[src/rtl/vga_pkg.sv]
// Shared definitions for the VGA console writer: text geometry, buffer map,
// ASCII control codes and the writer FSM state encoding.
package vga_pkg;

    localparam int          N_COL    = 80;
    localparam int          N_ROW    = 30;
    localparam logic [14:0] BUF_BASE = 15'h4000;
    localparam logic [14:0] REG_BASE = 15'h2000;

    localparam logic [7:0] CR    = 8'h0D;
    localparam logic [7:0] LF    = 8'h0A;
    localparam logic [7:0] BS    = 8'h08;
    localparam logic [7:0] FF    = 8'h0C;
    localparam logic [7:0] SPACE = 8'h20;

    typedef enum logic [2:0] {
        ST_IDLE         = 3'd0,
        ST_WRITE        = 3'd1,
        ST_WAIT_B       = 3'd2,
        ST_CLEAR_WRITE  = 3'd3,
        ST_CLEAR_WAIT_B = 3'd4
    } state_e;

    function automatic logic is_printable(input logic [7:0] c);
        return (c >= 8'h20) && (c <= 8'h7E);
    endfunction

endpackage

[src/rtl/vga_axil_wr_master.sv]
// Single-outstanding AXI-lite write engine: start loads address/data/strobe,
// AW and W complete independently, then one B beat is taken.
module vga_axil_wr_master #(
    parameter int ADDR_W = 15,
    parameter int DATA_W = 32
) (
    input  logic                  clk_i,
    input  logic                  rstn_i,
    input  logic                  start_i,
    input  logic [ADDR_W-1:0]     addr_i,
    input  logic [DATA_W-1:0]     data_i,
    input  logic [DATA_W/8-1:0]   strb_i,
    output logic                  m_awvalid_o,
    input  logic                  m_awready_i,
    output logic [ADDR_W-1:0]     m_awaddr_o,
    output logic                  m_wvalid_o,
    input  logic                  m_wready_i,
    output logic [DATA_W-1:0]     m_wdata_o,
    output logic [DATA_W/8-1:0]   m_wstrb_o,
    input  logic                  m_bvalid_i,
    output logic                  m_bready_o,
    input  logic [1:0]            m_bresp_i,
    output logic                  data_done_o,
    output logic                  done_o,
    output logic                  err_o
);

    logic                  awvalid_q, awvalid_d;
    logic                  wvalid_q,  wvalid_d;
    logic                  bready_q,  bready_d;
    logic [ADDR_W-1:0]     awaddr_q,  awaddr_d;
    logic [DATA_W-1:0]     wdata_q,   wdata_d;
    logic [DATA_W/8-1:0]   wstrb_q,   wstrb_d;

    // Channel valids and payload registers
    always_ff @(posedge clk_i or negedge rstn_i) begin
        if (!rstn_i) begin
            awvalid_q <= 1'b0;
            wvalid_q  <= 1'b0;
            bready_q  <= 1'b0;
            awaddr_q  <= '0;
            wdata_q   <= '0;
            wstrb_q   <= '0;
        end else begin
            awvalid_q <= awvalid_d;
            wvalid_q  <= wvalid_d;
            bready_q  <= bready_d;
            awaddr_q  <= awaddr_d;
            wdata_q   <= wdata_d;
            wstrb_q   <= wstrb_d;
        end
    end

    // Handshake sequencing; start wins because the caller only issues it when the engine is free
    always_comb begin
        awvalid_d   = awvalid_q;
        wvalid_d    = wvalid_q;
        bready_d    = bready_q;
        awaddr_d    = awaddr_q;
        wdata_d     = wdata_q;
        wstrb_d     = wstrb_q;
        data_done_o = 1'b0;
        if (start_i) begin
            awaddr_d  = addr_i;
            wdata_d   = data_i;
            wstrb_d   = strb_i;
            awvalid_d = 1'b1;
            wvalid_d  = 1'b1;
            bready_d  = 1'b0;
        end else if (awvalid_q || wvalid_q) begin
            if (m_awready_i) awvalid_d = 1'b0;
            else             awvalid_d = awvalid_q;
            if (m_wready_i)  wvalid_d  = 1'b0;
            else             wvalid_d  = wvalid_q;
            if (!awvalid_d && !wvalid_d) begin
                bready_d    = 1'b1;
                data_done_o = 1'b1;
            end else begin
                bready_d    = 1'b0;
            end
        end else if (bready_q && m_bvalid_i) begin
            bready_d = 1'b0;
        end else begin
            bready_d = bready_q;
        end
    end

    assign done_o      = bready_q & m_bvalid_i;
    assign err_o       = done_o & (m_bresp_i != 2'b00);
    assign m_awvalid_o = awvalid_q;
    assign m_wvalid_o  = wvalid_q;
    assign m_bready_o  = bready_q;
    assign m_awaddr_o  = awaddr_q;
    assign m_wdata_o   = wdata_q;
    assign m_wstrb_o   = wstrb_q;

endmodule

[src/rtl/vga_console_writer.sv]
// Turns an ASCII byte stream into AXI-lite writes into the VGA character
// buffer, tracking a text cursor and handling CR, LF, BS and FF.
module vga_console_writer
    import vga_pkg::*;
#(
    parameter int                          C_AXI_DATA_WIDTH = 32,
    parameter int                          C_AXI_ADDR_WIDTH = 15,
    parameter int                          N_COL            = 80,
    parameter int                          N_ROW            = 30,
    parameter logic [C_AXI_ADDR_WIDTH-1:0] BUF_BASE         = 15'h4000
) (
    input  logic                            clk_i,
    input  logic                            rstn_i,
    input  logic                            char_valid_i,
    input  logic [7:0]                      char_data_i,
    output logic                            char_ready_o,
    output logic                            m_awvalid_o,
    input  logic                            m_awready_i,
    output logic [C_AXI_ADDR_WIDTH-1:0]     m_awaddr_o,
    output logic                            m_wvalid_o,
    input  logic                            m_wready_i,
    output logic [C_AXI_DATA_WIDTH-1:0]     m_wdata_o,
    output logic [C_AXI_DATA_WIDTH/8-1:0]   m_wstrb_o,
    input  logic                            m_bvalid_i,
    output logic                            m_bready_o,
    input  logic [1:0]                      m_bresp_i,
    output logic [6:0]                      cursor_col_o,
    output logic [4:0]                      cursor_row_o,
    output logic                            busy_o,
    output logic                            err_o
);

    localparam int                STRB_W   = C_AXI_DATA_WIDTH / 8;
    localparam int                N_WORDS  = (N_COL * N_ROW) / 4;
    localparam logic [6:0]        LAST_COL = 7'(N_COL - 1);
    localparam logic [4:0]        LAST_ROW = 5'(N_ROW - 1);
    localparam logic [9:0]        LAST_IDX = 10'(N_WORDS - 1);
    localparam logic [STRB_W-1:0] STRB_LSB = STRB_W'(1);

    state_e      state_q, state_d;
    logic [6:0]  col_q, col_d;
    logic [4:0]  row_q, row_d;
    logic [9:0]  idx_q, idx_d;
    logic        is_bs_q, is_bs_d;
    logic        err_q, err_d;
    logic        char_ready_q, char_ready_d;
    logic        busy_q, busy_d;

    logic                        start_s;
    logic [C_AXI_ADDR_WIDTH-1:0] addr_s;
    logic [C_AXI_DATA_WIDTH-1:0] data_s;
    logic [STRB_W-1:0]           strb_s;
    logic [11:0]                 tile_cur_s, tile_bs_s;
    logic [9:0]                  idx_inc_s;
    logic                        accept_s;
    logic                        eng_data_done_s, eng_done_s, eng_err_s;

    assign tile_cur_s = 12'(row_q) * 12'(N_COL) + 12'(col_q);
    assign tile_bs_s  = 12'(row_q) * 12'(N_COL) + 12'(col_q - 7'd1);
    assign idx_inc_s  = idx_q + 10'd1;
    assign accept_s   = char_valid_i && char_ready_q;

    // FSM, cursor, clear index and status registers
    always_ff @(posedge clk_i or negedge rstn_i) begin
        if (!rstn_i) begin
            state_q      <= ST_IDLE;
            col_q        <= 7'd0;
            row_q        <= 5'd0;
            idx_q        <= 10'd0;
            is_bs_q      <= 1'b0;
            err_q        <= 1'b0;
            char_ready_q <= 1'b0;
            busy_q       <= 1'b0;
        end else begin
            state_q      <= state_d;
            col_q        <= col_d;
            row_q        <= row_d;
            idx_q        <= idx_d;
            is_bs_q      <= is_bs_d;
            err_q        <= err_d;
            char_ready_q <= char_ready_d;
            busy_q       <= busy_d;
        end
    end

    // Character decode, write launch and cursor bookkeeping
    always_comb begin
        state_d = state_q;
        col_d   = col_q;
        row_d   = row_q;
        idx_d   = idx_q;
        is_bs_d = is_bs_q;
        err_d   = err_q;
        start_s = 1'b0;
        addr_s  = '0;
        data_s  = '0;
        strb_s  = '0;
        case (state_q)
            ST_IDLE: begin
                if (!accept_s) begin
                    state_d = ST_IDLE;
                end else if (is_printable(char_data_i)) begin
                    start_s = 1'b1;
                    addr_s  = BUF_BASE | C_AXI_ADDR_WIDTH'(tile_cur_s);
                    data_s  = {STRB_W{char_data_i}};
                    strb_s  = STRB_LSB << tile_cur_s[1:0];
                    is_bs_d = 1'b0;
                    state_d = ST_WRITE;
                end else begin
                    case (char_data_i)
                        CR: col_d = 7'd0;
                        LF: begin
                            col_d = 7'd0;
                            row_d = (row_q == LAST_ROW) ? 5'd0 : row_q + 5'd1;
                        end
                        BS: begin
                            if (col_q != 7'd0) begin
                                col_d   = col_q - 7'd1;
                                start_s = 1'b1;
                                addr_s  = BUF_BASE | C_AXI_ADDR_WIDTH'(tile_bs_s);
                                data_s  = {STRB_W{SPACE}};
                                strb_s  = STRB_LSB << tile_bs_s[1:0];
                                is_bs_d = 1'b1;
                                state_d = ST_WRITE;
                            end else begin
                                state_d = ST_IDLE;
                            end
                        end
                        FF: begin
                            idx_d   = 10'd0;
                            col_d   = 7'd0;
                            row_d   = 5'd0;
                            start_s = 1'b1;
                            addr_s  = BUF_BASE;
                            data_s  = {STRB_W{SPACE}};
                            strb_s  = {STRB_W{1'b1}};
                            state_d = ST_CLEAR_WRITE;
                        end
                        default: state_d = ST_IDLE;
                    endcase
                end
            end
            ST_WRITE: begin
                if (eng_data_done_s) state_d = ST_WAIT_B;
                else                 state_d = ST_WRITE;
            end
            ST_WAIT_B: begin
                if (eng_done_s) begin
                    err_d   = err_q | eng_err_s;
                    state_d = ST_IDLE;
                    // Backspace already moved the cursor when it was decoded
                    if (is_bs_q) begin
                        col_d = col_q;
                    end else if (col_q == LAST_COL) begin
                        col_d = 7'd0;
                        row_d = (row_q == LAST_ROW) ? 5'd0 : row_q + 5'd1;
                    end else begin
                        col_d = col_q + 7'd1;
                    end
                end else begin
                    state_d = ST_WAIT_B;
                end
            end
            ST_CLEAR_WRITE: begin
                if (eng_data_done_s) state_d = ST_CLEAR_WAIT_B;
                else                 state_d = ST_CLEAR_WRITE;
            end
            ST_CLEAR_WAIT_B: begin
                if (!eng_done_s) begin
                    state_d = ST_CLEAR_WAIT_B;
                end else if (idx_q == LAST_IDX) begin
                    err_d   = err_q | eng_err_s;
                    state_d = ST_IDLE;
                end else begin
                    err_d   = err_q | eng_err_s;
                    idx_d   = idx_inc_s;
                    start_s = 1'b1;
                    addr_s  = BUF_BASE + C_AXI_ADDR_WIDTH'({idx_inc_s, 2'b00});
                    data_s  = {STRB_W{SPACE}};
                    strb_s  = {STRB_W{1'b1}};
                    state_d = ST_CLEAR_WRITE;
                end
            end
            default: state_d = ST_IDLE;
        endcase
        char_ready_d = (state_d == ST_IDLE);
        busy_d       = (state_d != ST_IDLE);
    end

    vga_axil_wr_master #(
        .ADDR_W (C_AXI_ADDR_WIDTH),
        .DATA_W (C_AXI_DATA_WIDTH)
    ) u_wr_master (
        .clk_i       (clk_i),
        .rstn_i      (rstn_i),
        .start_i     (start_s),
        .addr_i      (addr_s),
        .data_i      (data_s),
        .strb_i      (strb_s),
        .m_awvalid_o (m_awvalid_o),
        .m_awready_i (m_awready_i),
        .m_awaddr_o  (m_awaddr_o),
        .m_wvalid_o  (m_wvalid_o),
        .m_wready_i  (m_wready_i),
        .m_wdata_o   (m_wdata_o),
        .m_wstrb_o   (m_wstrb_o),
        .m_bvalid_i  (m_bvalid_i),
        .m_bready_o  (m_bready_o),
        .m_bresp_i   (m_bresp_i),
        .data_done_o (eng_data_done_s),
        .done_o      (eng_done_s),
        .err_o       (eng_err_s)
    );

    assign char_ready_o = char_ready_q;
    assign busy_o       = busy_q;
    assign err_o        = err_q;
    assign cursor_col_o = col_q;
    assign cursor_row_o = row_q;

endmodule

[config.mk]
export PLATFORM = sky130hd
export DESIGN_NAME = vga_console_writer
export DESIGN_NICKNAME = d
export VERILOG_FILES = /design/src/rtl/vga_pkg.sv /design/src/rtl/vga_axil_wr_master.sv /design/src/rtl/vga_console_writer.sv
export SDC_FILE = /design/constraint.sdc
export NUM_CORES = 1
export LEC_CHECK = 0
export ABC_AREA = 1
export CAP_MARGIN = 20
export CORE_ASPECT_RATIO = 1.4
export CORE_MARGIN = 2
export CORE_UTILIZATION = 48
export DETAILED_ROUTE_END_ITERATION = 12
export PLACE_DENSITY_LB_ADDON = 0.15
export SYNTH_ARGS = -nofsm -noshare
export SYNTH_HDL_FRONTEND = slang
export SYNTH_SLANG_ARGS = --single-unit
[constraint.sdc]
create_clock -name clk_i -period 2.55 [get_ports clk_i]
set_input_delay 0.3825 -clock clk_i [delete_from_list [all_inputs] [get_ports clk_i]]
set_output_delay 0.3825 -clock clk_i [all_outputs]
set_load 0.02 [all_outputs]
## Yosys cells after proc, flatten, opt, wreduce, memory -nomap -nowiden

Index checks and enable logic that the tools add are counted.

- $add $sub $neg: 8
- Multipliers: 1
- Divide/modulo/power cells: 0
- Order comparisons: 2
- Eq/ne operators: 22
- Shifts and indexed selects: 2
- Muxes and demuxes: 79
- Bitwise operators: 3
- Reduce and logical (&&, ||, !) cells: 26

Operators with widths:

| cell | count |
|---|---|
| 30-bit 2-to-1 mux | 3 |
| 15-bit 2-to-1 mux | 5 |
| 32-bit 2-to-1 mux | 2 |
| 32-bit one-hot mux with 2 select lines | 1 |
| 15-bit one-hot mux with 2 select lines | 2 |
| 30-bit one-hot mux with 2 select lines | 1 |
| 10-bit 2-to-1 mux | 5 |
| 7-bit 2-to-1 mux | 6 |
| 8-bit by 4-bit == test with 1-bit output, second input constant | 4 |
| 5-bit 2-to-1 mux | 6 |
| 7-bit one-hot mux with 2 select lines | 2 |
| 1-bit 2-to-1 mux | 25 |
| 4-bit 2-to-1 mux | 5 |
| 10-bit one-hot mux with 2 select lines | 1 |
| 5-bit one-hot mux with 2 select lines | 2 |
| 4-bit one-hot mux with 2 select lines | 2 |
| 15-bit by 12-bit adder with 15-bit output, first input constant | 1 |
| 3-bit one-hot mux with 5 select lines | 1 |
| 2-bit != test, second input constant | 7 |
| 7-bit AND reduction | 2 |
| 12-bit adder | 1 |
| 12-bit by 7-bit adder with 12-bit output | 1 |
| 3-bit 2-to-1 mux | 4 |
| 2-bit nonzero test | 6 |
| 35 further kinds | 48 |

- Register bits: 83
- Latch bits: 0
- Bits in writable memories: 0
- ROM bits: 0
- Output and inout port bits: 69
- Logic and storage cells: 157
- Memories: 0

## Logic depth before layout (Yosys ltp)

Gate-level depths: netlist (run 1).

- Word-level depth: 15
- Depth in mapped cells: 16
- Depth with buffers taken out: 15

## By module

Synthesis (run 1) repeated with hierarchy kept, for this count alone.

- Cell total of the unflattened synthesis: 756
- Area total of the unflattened synthesis: 5,430.2 um^2

By module, submodules not included:

| module | times used | cells each | area an instance (um^2) |
|---|---|---|---|
| vga_console_writer | 1 | 521 | 3,325.7 |
| vga_axil_wr_master | 1 | 235 | 2,104.5 |

## Worst setup path before layout (run 1)

Ideal clock, no wire load.

- Path kind: reg-to-reg
- From: register row_q[1], in the netlist cursor_row_o[1]
- To: register u_wr_master.awaddr_q[10], in the netlist u_wr_master.m_awaddr_o[10]
- Setup time: 0.125 ns
- Arrival time: 2.626 ns
- Required time: 2.425 ns
- Path slack: -0.201 ns
- Stages on the path, launching flop included: 15
- Buffers on the path: 0
- Clock period less this slack: 2.751 ns
- Path through: dfrtp_1 > ha_1 > ha_1 > fa_1 > xnor2_1 > inv_1 > ha_1 > nand2_1 > inv_1 > nand4_1 > nand3_1 > xnor2_1 > o21ai_0 > nand3_1 > nand3_1

- Longest elaborated chain between the ends: 7
- Elaborated cells between the ends (all ways): 8
- Classes of those cells: add/sub: 2; mul: 1; mux: 5

Ends and longest elaborated chain:

| element | RTL line | RTL |
|---|---|---|
| start: declaration | vga_console_writer.sv:42 | `logic [4:0] row_q, row_d;` |
| start signal: assignment | vga_console_writer.sv:77 | `row_q <= row_d;` |
| 5-bit by 3-bit multiplier with 8-bit output (*) | vga_console_writer.sv:58, vga_console_writer.sv:59 |  |
| 12-bit adder | vga_console_writer.sv:59 | `assign tile_bs_s = 12'(row_q) * 12'(N_COL) + 12'(col_q - 7'd1);` |
| 15-bit 2-to-1 mux | vga_console_writer.sv:117 | `if (col_q != 7'd0) begin` |
| 15-bit one-hot mux with 2 select lines | vga_console_writer.sv:110 | `case (char_data_i)` |
| 15-bit 2-to-1 mux (*) | vga_console_writer.sv:102 | `end else if (is_printable(char_data_i)) begin` |
| 15-bit 2-to-1 mux (*) | vga_console_writer.sv:100 | `if (!accept_s) begin` |
| 15-bit one-hot mux with 2 select lines (*) | vga_console_writer.sv:98 | `case (state_q)` |
| end signal: assignment | vga_axil_wr_master.sv:48 | `awaddr_q <= awaddr_d;` |
| end: declaration | vga_axil_wr_master.sv:31 | `logic [ADDR_W-1:0] awaddr_q, awaddr_d;` |

Every way passes the cells marked *; elsewhere a longest branch is shown, timed or not.
A chain may end at the register's enable or synchronous reset.

## Worst setup path after layout (run 1)

Same ends and word-level chain as after synthesis.

==> summary.md, run 1 <==
| Metric | Value |
|---|---|
| Die X | `84.3 microns` |
| # port buffers | `82` |
| TritonCTS Buffers | `9` |
| Most used DFF post-synth | `dfrtp_1` |
| Power per cell area | `1340 mW/mm^2` |
| Placed Area | `0.00522 sq mm` |
| Slowest CP cell | `dfrtp_2` |
| Critical Path RT | `2770 ps` |
| CTS tree | `built` |
| Post-Syn Area | `0.00434 sq mm` |
| Synth area leaders | `dfrtp_1 33%, nand2_1 10%, ha_1 7.2%` |
| WHS | `27.2 ps` |
| Starting density of the core | `48.6%` |
| Area grow syn2layout | `29.6%` |
| DR vias/cell | `5.40` |
| Net count, final | `666` |
| All-Layer GR Usage | `25.2%` |
| DP HPWL | `9.19 mm` |
| GPL Wtd Cong | `0.943` |
| ANT cells | `0` |
| Clk root buf | `clkbuf_16` |
| GRT overflow | `0` |
| Setup Skew | `6.50 ps` |
| Most frequent cells in the layout | `117 x nand2_1, 81 x clkdlybuf4s50_1, 54 x dfrtp_1, 49 x inv_1, 36 x nand3_1` |
| Total negative setup slack | `0 ps` |
| Final Instance Area | `0.00562 sq mm` |
| Max-slew violations | `0` |
| Power Total | `7.54 mW` |
| Final Hold Fails | `0` |
| Fillcell total | `809` |
| RSZ-0062 raised after global routing | `true` |
| VDD IR-drop max | `706 uV` |
| EDFF count, synth | `0` |
| Slew @ Worst Pin | `544 ps` |
| Wirelength, routed | `11.9 mm` |
| First-pass GRT wire length | `19.0 mm` |
| Startpoint type of the worst setup path | `flip-flop` |
| Std cell rows | `41` |
| DIE AREA | `0.00982 sq mm` |
| DRT iter0 DRCs | `247` |
| WP data arrival | `2720 ps` |
| Fin crit share | `97.8%` |
| Vias in the first global route | `3,895` |
| Outcome | `complete, no violations` |
| # IOs | `85` |
| Post-CTS Hold Buffers | `0` |
| Crit-path max cell delay | `420 ps` |
| Post-synthesis async set-or-reset flop share | `100%` |
| Hold Path Class | `input port to async pin` |
| Largest net degree at the start of global routing | `25` |
| Worst Path Buf+Inv | `2` |
| Die Y-Extent | `116 microns` |
| Clk buf depth | `2` |
| Vias | `3,966` |
| Cells after Synth | `542` |
| Sequential area share after synthesis | `32.9%` |
| Worst-Skew Late Latency | `340 ps` |
| Mean Syn Cell Area | `8.00 sq um` |
| H-tree lvl count | `3` |
| Final min period | `2490 ps` |
| Slew HR | `63.7%` |
| Setup CP Type | `flip-flop to flip-flop` |
| # setup viols final | `0` |
| CP cell instances | `ha_4 -> ha_4 -> fa_2 -> xnor2_2 -> inv_2 -> ha_4 -> nand2_2 -> inv_2 -> nand4_1 -> nand3_1 -> xnor2_1 -> o21ai_1 -> nand3_1 -> nand3_1` |
| Post-synth top area share | `32.9%` |
| CTS clk-pin slew, worst paths | `60 ps` |
| Leakage power | `2.63 nW` |
| Area leader, netlist | `dfrtp_1` |
| Commonest non-fill, non-tap cell in the layout | `nand2_1` |
| Delay-heaviest family, CP | `adder cells` |
| Fmax | `401 MHz` |
| Number of antenna violations at the first check in global routing | `0` |
| Drt pass-1 iters | `5` |
| Synth cell types | `53` |
| Max_cap viols | `0` |
| Layout cells sized above 1 | `18.7%` |
| Critical Path Fanout Max | `4` |
| Synth Warn # | `0` |
| # clock sinks | `57` |
| Post-synthesis register bit count | `57` |
| Antenna Violating Nets Remaining | `0` |
| Core Footprint | `0.00893 sq mm` |
| Drt wl/cell | `16.2 microns` |
| Remaining DRCs | `0` |
| Worst setup EP type | `flip-flop` |
## path summary, 6_finish.rpt
| kind | end | start | slack, ps | depth (start not counted) |
|---|---|---|---|---|
| worst max-delay path | u_wr_master.m_awaddr_o[10]$_DFFE_PN0P_ | cursor_row_o[1]$_DFFE_PN0P_ | 60 | 14 |
| worst min-delay path | idx_q[9]$_DFFE_PN0P_ | rstn_i | 30 | 1 |
| min in group clk_i | u_wr_master.m_awaddr_o[14]$_DFFE_PN0P_ | u_wr_master.m_awaddr_o[14]$_DFFE_PN0P_ | 460 | 1 |
| worst max register to register | u_wr_master.m_awaddr_o[10]$_DFFE_PN0P_ | cursor_row_o[1]$_DFFE_PN0P_ | 60 | 14 |
| max in group asynchronous | cursor_row_o[2]$_DFFE_PN0P_ | rstn_i | 1850 | 2 |
| worst min register to register | u_wr_master.m_awaddr_o[14]$_DFFE_PN0P_ | u_wr_master.m_awaddr_o[14]$_DFFE_PN0P_ | 460 | 1 |
## flip-flops by register name, summed over array words and instances, names as in the netlist
name	count
u_wr_master.m_awaddr_o	13
idx_q	10
u_wr_master.m_wdata_o	8
cursor_col_o	7
cursor_row_o	5
u_wr_master.m_wstrb_o	4
state_q	3
busy_o	1
char_ready_o	1
err_o	1
is_bs_q	1
u_wr_master.m_awvalid_o	1
u_wr_master.m_bready_o	1
u_wr_master.m_wvalid_o	1
## through the flow
stage	util, %	setup slack [ps]	cells
floorplan	-	23.4	543
global placement	58.4	45.3	717
detailed placement	58.4	8.59	717
CTS	62.1	1.81	733
global route	63.0	-94.0	734
finish	63.0	56.2	734
## routing by layer
metal | part of all wire [%] | vias up | GRT usage [%]
li1 | - | 1923 | -
met1 | 38 | 1860 | 28.1
met2 | 52 | 148 | 45.3
met3 | 5.8 | 35 | 4.59
met4 | 3.8 | 0 | 14.2
met5 | 0 | - | 0
## cell families after synthesis
group	after synthesis	synth area share, %
and+or+nand+nor	244	29.1
buffers and inverters	101	11.9
AOI/OAI and AO/OA	88	12.8
DFF	57	32.9
adders and majority gates	28	8.60
xor gates and xnor gates	23	4.64
other	1	0.0864
## cell type report
cell class	instances	area (sq um)	area share (%)
well taps	107	134	2.38
inverters	67	259	4.61
flip-flops and latches	57	1430	25.4
clock buffers	10	239	4.25
clock inverters	6	91.3	1.63
multi-input cells	385	2500	44.5
repair buffers	102	966	17.2
## repair_timing
action | CTS | global route
endpoints found under the setup margin | 0 | 3
hold endpoints to repair | 0 | 0
resized for setup | 0 | 15
setup buffers | 0 | 1
## cell usage after synthesis (6+ instances only)
master and instances:
xnor2_1 6, a21oi_1 22, nor2_2 6, nand4_1 10
inv_1 52, o21ai_2 6, nand2_1 118, buf_4 27
nand3_1 38, xor2_1 17, nor2_1 33, inv_2 11
nand2_2 6, dfrtp_1 57, ha_1 25, o21ai_0 18
o21ai_1 14
## power breakdown
| part | total, mW | internal (mW) | switching (mW) |
|---|---|---|---|
| combinational | 4.70 | 2.04 | 2.66 |
| sequential | 1.52 | 1.22 | 0.297 |
| clock | 1.33 | 0.884 | 0.442 |
| total | 7.54 | 4.15 | 3.40 |
Note: power is estimated with default switching activity, not from simulation.
==> inputs of run 2 (changes only) <==
--- a/config.mk
+++ b/config.mk
@@ -7,9 +7,11 @@
 export LEC_CHECK = 0
 export ABC_AREA = 1
 export CAP_MARGIN = 20
+export CELL_PAD_IN_SITES_DETAIL_PLACEMENT = 1
+export CELL_PAD_IN_SITES_GLOBAL_PLACEMENT = 1
 export CORE_ASPECT_RATIO = 1.4
 export CORE_MARGIN = 2
-export CORE_UTILIZATION = 48
+export CORE_UTILIZATION = 35
 export DETAILED_ROUTE_END_ITERATION = 12
 export PLACE_DENSITY_LB_ADDON = 0.15
 export SYNTH_ARGS = -nofsm -noshare
==> constraint.sdc (replaced) <==
create_clock -name clk_i -period 2.55 [get_ports clk_i]
set_input_delay 0.3825 -clock clk_i [delete_from_list [all_inputs] [get_ports clk_i]]
set_output_delay 0.3825 -clock clk_i [all_outputs]
set_load 0.1 [all_outputs]
==> run 2 against run 1 <==
  * Final cell count rose by 8.2%
  * Core utilization decreased by 16 points
  * Global-route usage shrank 2.9 points
  * Clock skew up 0.92 ps
  * Register-to-register slack is essentially flat
  * Critical endpoint unchanged
  * First-iteration DRC count fell by 57%
  * Final area up 1.8%
==> summary.md, run 2 (synthesis results as in run 1) <==
| Metric | Value |
|---|---|
| Outcome | `complete, no violations (unchanged)` |
| CTS tree | `built (unchanged)` |
| DRT iter0 DRCs | `105 (was 247)` |
| Setup CP Type | `flip-flop to flip-flop (unchanged)` |
| DIE AREA | `0.0133 sq mm (was 0.00982 sq mm)` |
| # IOs | `85 (unchanged)` |
| DR vias/cell | `5.11 (was 5.40)` |
| Max reg flops | `13 (unchanged)` |
| Setup Skew | `7.42 ps (was 6.50 ps)` |
| Worst-Skew Late Latency | `340 ps (about the same)` |
| Core Footprint | `0.0122 sq mm (was 0.00893 sq mm)` |
| Die Y-Extent | `136 microns (was 116 microns)` |
| Slew @ Worst Pin | `819 ps (was 544 ps)` |
| Fin crit share | `97.3% (was 97.8%)` |
| R2r setup slk | `70 ps (was 60 ps)` |
| Antenna Violating Nets Remaining | `0 (unchanged)` |
| All-Layer GR Usage | `22.3% (was 25.2%)` |
| Most frequent cells in the layout | `116 x nand2_1, 104 x buf_4, 47 x inv_1, 46 x dfrtp_1, 35 x nand3_1 (was 117 x nand2_1, 81 x clkdlybuf4s50_1, 54 x dfrtp_1, 49 x inv_1, 36 x nand3_1)` |
| Post-CTS Hold Buffers | `0 (unchanged)` |
| Clk buf depth | `2 (unchanged)` |
| ANT cells | `0 (unchanged)` |
| Hold Path Class | `input port to async pin (unchanged)` |
| CTS clk-pin slew, worst paths | `60 ps (about the same)` |
| First-pass GRT wire length | `22.8 mm (was 19.0 mm)` |
| Drt wl/cell | `18.1 microns (was 16.2 microns)` |
| Drt pass-1 iters | `4 (was 5)` |
| WP data arrival | `2700 ps (was 2720 ps)` |
| Fmax | `403 MHz (was 401 MHz)` |
| # clock sinks | `57 (unchanged)` |
| Number of antenna violations at the first check in global routing | `0 (unchanged)` |
| H-tree lvl count | `3 (unchanged)` |
| Met2 GRT Util | `41.0% (was 45.3%)` |
| Critical Path RT | `2770 ps (about the same)` |
| RSZ-0062 raised after global routing | `true (unchanged)` |
| Remaining DRCs | `0 (unchanged)` |
| Worst setup EP type | `flip-flop (unchanged)` |
| Area grow syn2layout | `32.0% (was 29.6%)` |
| TritonCTS Buffers | `9 (unchanged)` |
| Startpoint type of the worst setup path | `flip-flop (unchanged)` |
| Met1 GRT Util | `25.9% (was 28.1%)` |
| Final Hold Fails | `0 (unchanged)` |
| GRT overflow | `0 (unchanged)` |
| Vias | `4,054 (was 3,966)` |
| # setup viols final | `0 (unchanged)` |
| Starting density of the core | `35.6% (was 48.6%)` |
| Final min period | `2480 ps (was 2490 ps)` |
| Critical Path Fanout Max | `4 (unchanged)` |
| WHS | `194 ps (was 27.2 ps)` |
| # port buffers | `82 (unchanged)` |
| Die X | `98.1 microns (was 84.3 microns)` |
| GPL Wtd Cong | `0.823 (was 0.943)` |
| Met3 GRT Util | `3.35% (was 4.59%)` |
| GR peak layer | `met2 (unchanged)` |
| Max_cap viols | `0 (unchanged)` |
| Std cell rows | `48 (was 41)` |
| Max-slew violations | `0 (unchanged)` |
| Largest net degree at the start of global routing | `58 (was 25)` |
| Slew HR | `45.4% (was 63.7%)` |
| Layout cells sized above 1 | `33.5% (was 18.7%)` |
| DP HPWL | `11.1 mm (was 9.19 mm)` |
| Vias in the first global route | `4,299 (was 3,895)` |
| Clk root buf | `clkbuf_16 (unchanged)` |
| Net count, final | `683 (was 666)` |
| Wirelength, routed | `14.4 mm (was 11.9 mm)` |
| Commonest non-fill, non-tap cell in the layout | `nand2_1 (unchanged)` |
==> run 2: cell types whose count changed in the layout (fill, tap and decap cells not counted), moves of 2 or more <==
| cell | delta |
|---|---|
| buf_4 | +84 |
| clkdlybuf4s50_1 | -67 |
| dfrtp_1 | -8 |
| dfrtp_4 | +7 |
| clkinv_4 | -2 |
| inv_1 | -2 |
| inv_2 | +2 |
| xor2_1 | -2 |
| xor2_2 | +2 |
==> run 2: routing by layer <==
metal  up-vias  share of wire (%)
li1       1957                  -
met1      1985                 41
met2        88                 53
met3        24                3.4
met4         0                2.3
met5         -                  0
==> run 2: timing repair <==
action / in CTS / in global routing
pin swaps: 11 / 2
resized for setup: 1 / 16
setup buffers: 0 / 1
setup endpoints to repair: 2 / 5
==> run 2: path summary, 6_finish.rpt <==
check,start,endpoint,cells after the start
max in group asynchronous,rstn_i,cursor_row_o[1]$_DFFE_PN0P_,2
min in group clk_i,u_wr_master.m_awaddr_o[14]$_DFFE_PN0P_,u_wr_master.m_awaddr_o[14]$_DFFE_PN0P_,1
hold reg to reg,u_wr_master.m_awaddr_o[14]$_DFFE_PN0P_,u_wr_master.m_awaddr_o[14]$_DFFE_PN0P_,1
hold / removal,rstn_i,cursor_col_o[1]$_DFFE_PN0P_,2
setup / recovery,cursor_row_o[1]$_DFFE_PN0P_,u_wr_master.m_awaddr_o[10]$_DFFE_PN0P_,14
setup reg to reg,cursor_row_o[1]$_DFFE_PN0P_,u_wr_master.m_awaddr_o[10]$_DFFE_PN0P_,14
==> run 2: critical path: stages (launching register included) <==
cell and delay [ps]:
dfrtp_4 480, ha_4 250, ha_4 160, fa_2 360, xnor2_2 170, inv_2 70
ha_4 290, nand2_2 50, inv_2 50, nand4_1 70, nand3_1 90, xnor2_1 120
o21ai_1 70, nand3_1 70, nand3_1 60
==> run 2: per-stage QoR <==
stage | cell area (sq um) | std cells | utilization [%] | setup slack, ps | TNS (ps)
6_report | 5720 | 794 | 47.0 | 68.0 | 0
5_1_grt | 5720 | 794 | 47.0 | -93.2 | -175
4_1_cts | 5650 | 793 | 46.4 | 2.80 | 0
3_5_place_dp | 5300 | 777 | 43.4 | -15.3 | -17.8
3_3_place_gp | 5300 | 777 | 43.4 | 32.4 | 0
2_1_floorplan | 4450 | 543 | - | -84.6 | -160
==> run 2: cell type report <==
cell class,instances,area [sq um]
Timing Repair Buffer,119,926
Multi-Input combinational cell,385,2540
Fill cell,1507,6470
Sequential cell,57,1460
Inverter,67,259
Tap cell,150,188
Clock inverter,4,98.8
Clock buffer,12,256
Power of run 2 is not shown: default switching activity piles up to over one toggle a cycle in this logic, so the estimate is an artifact.
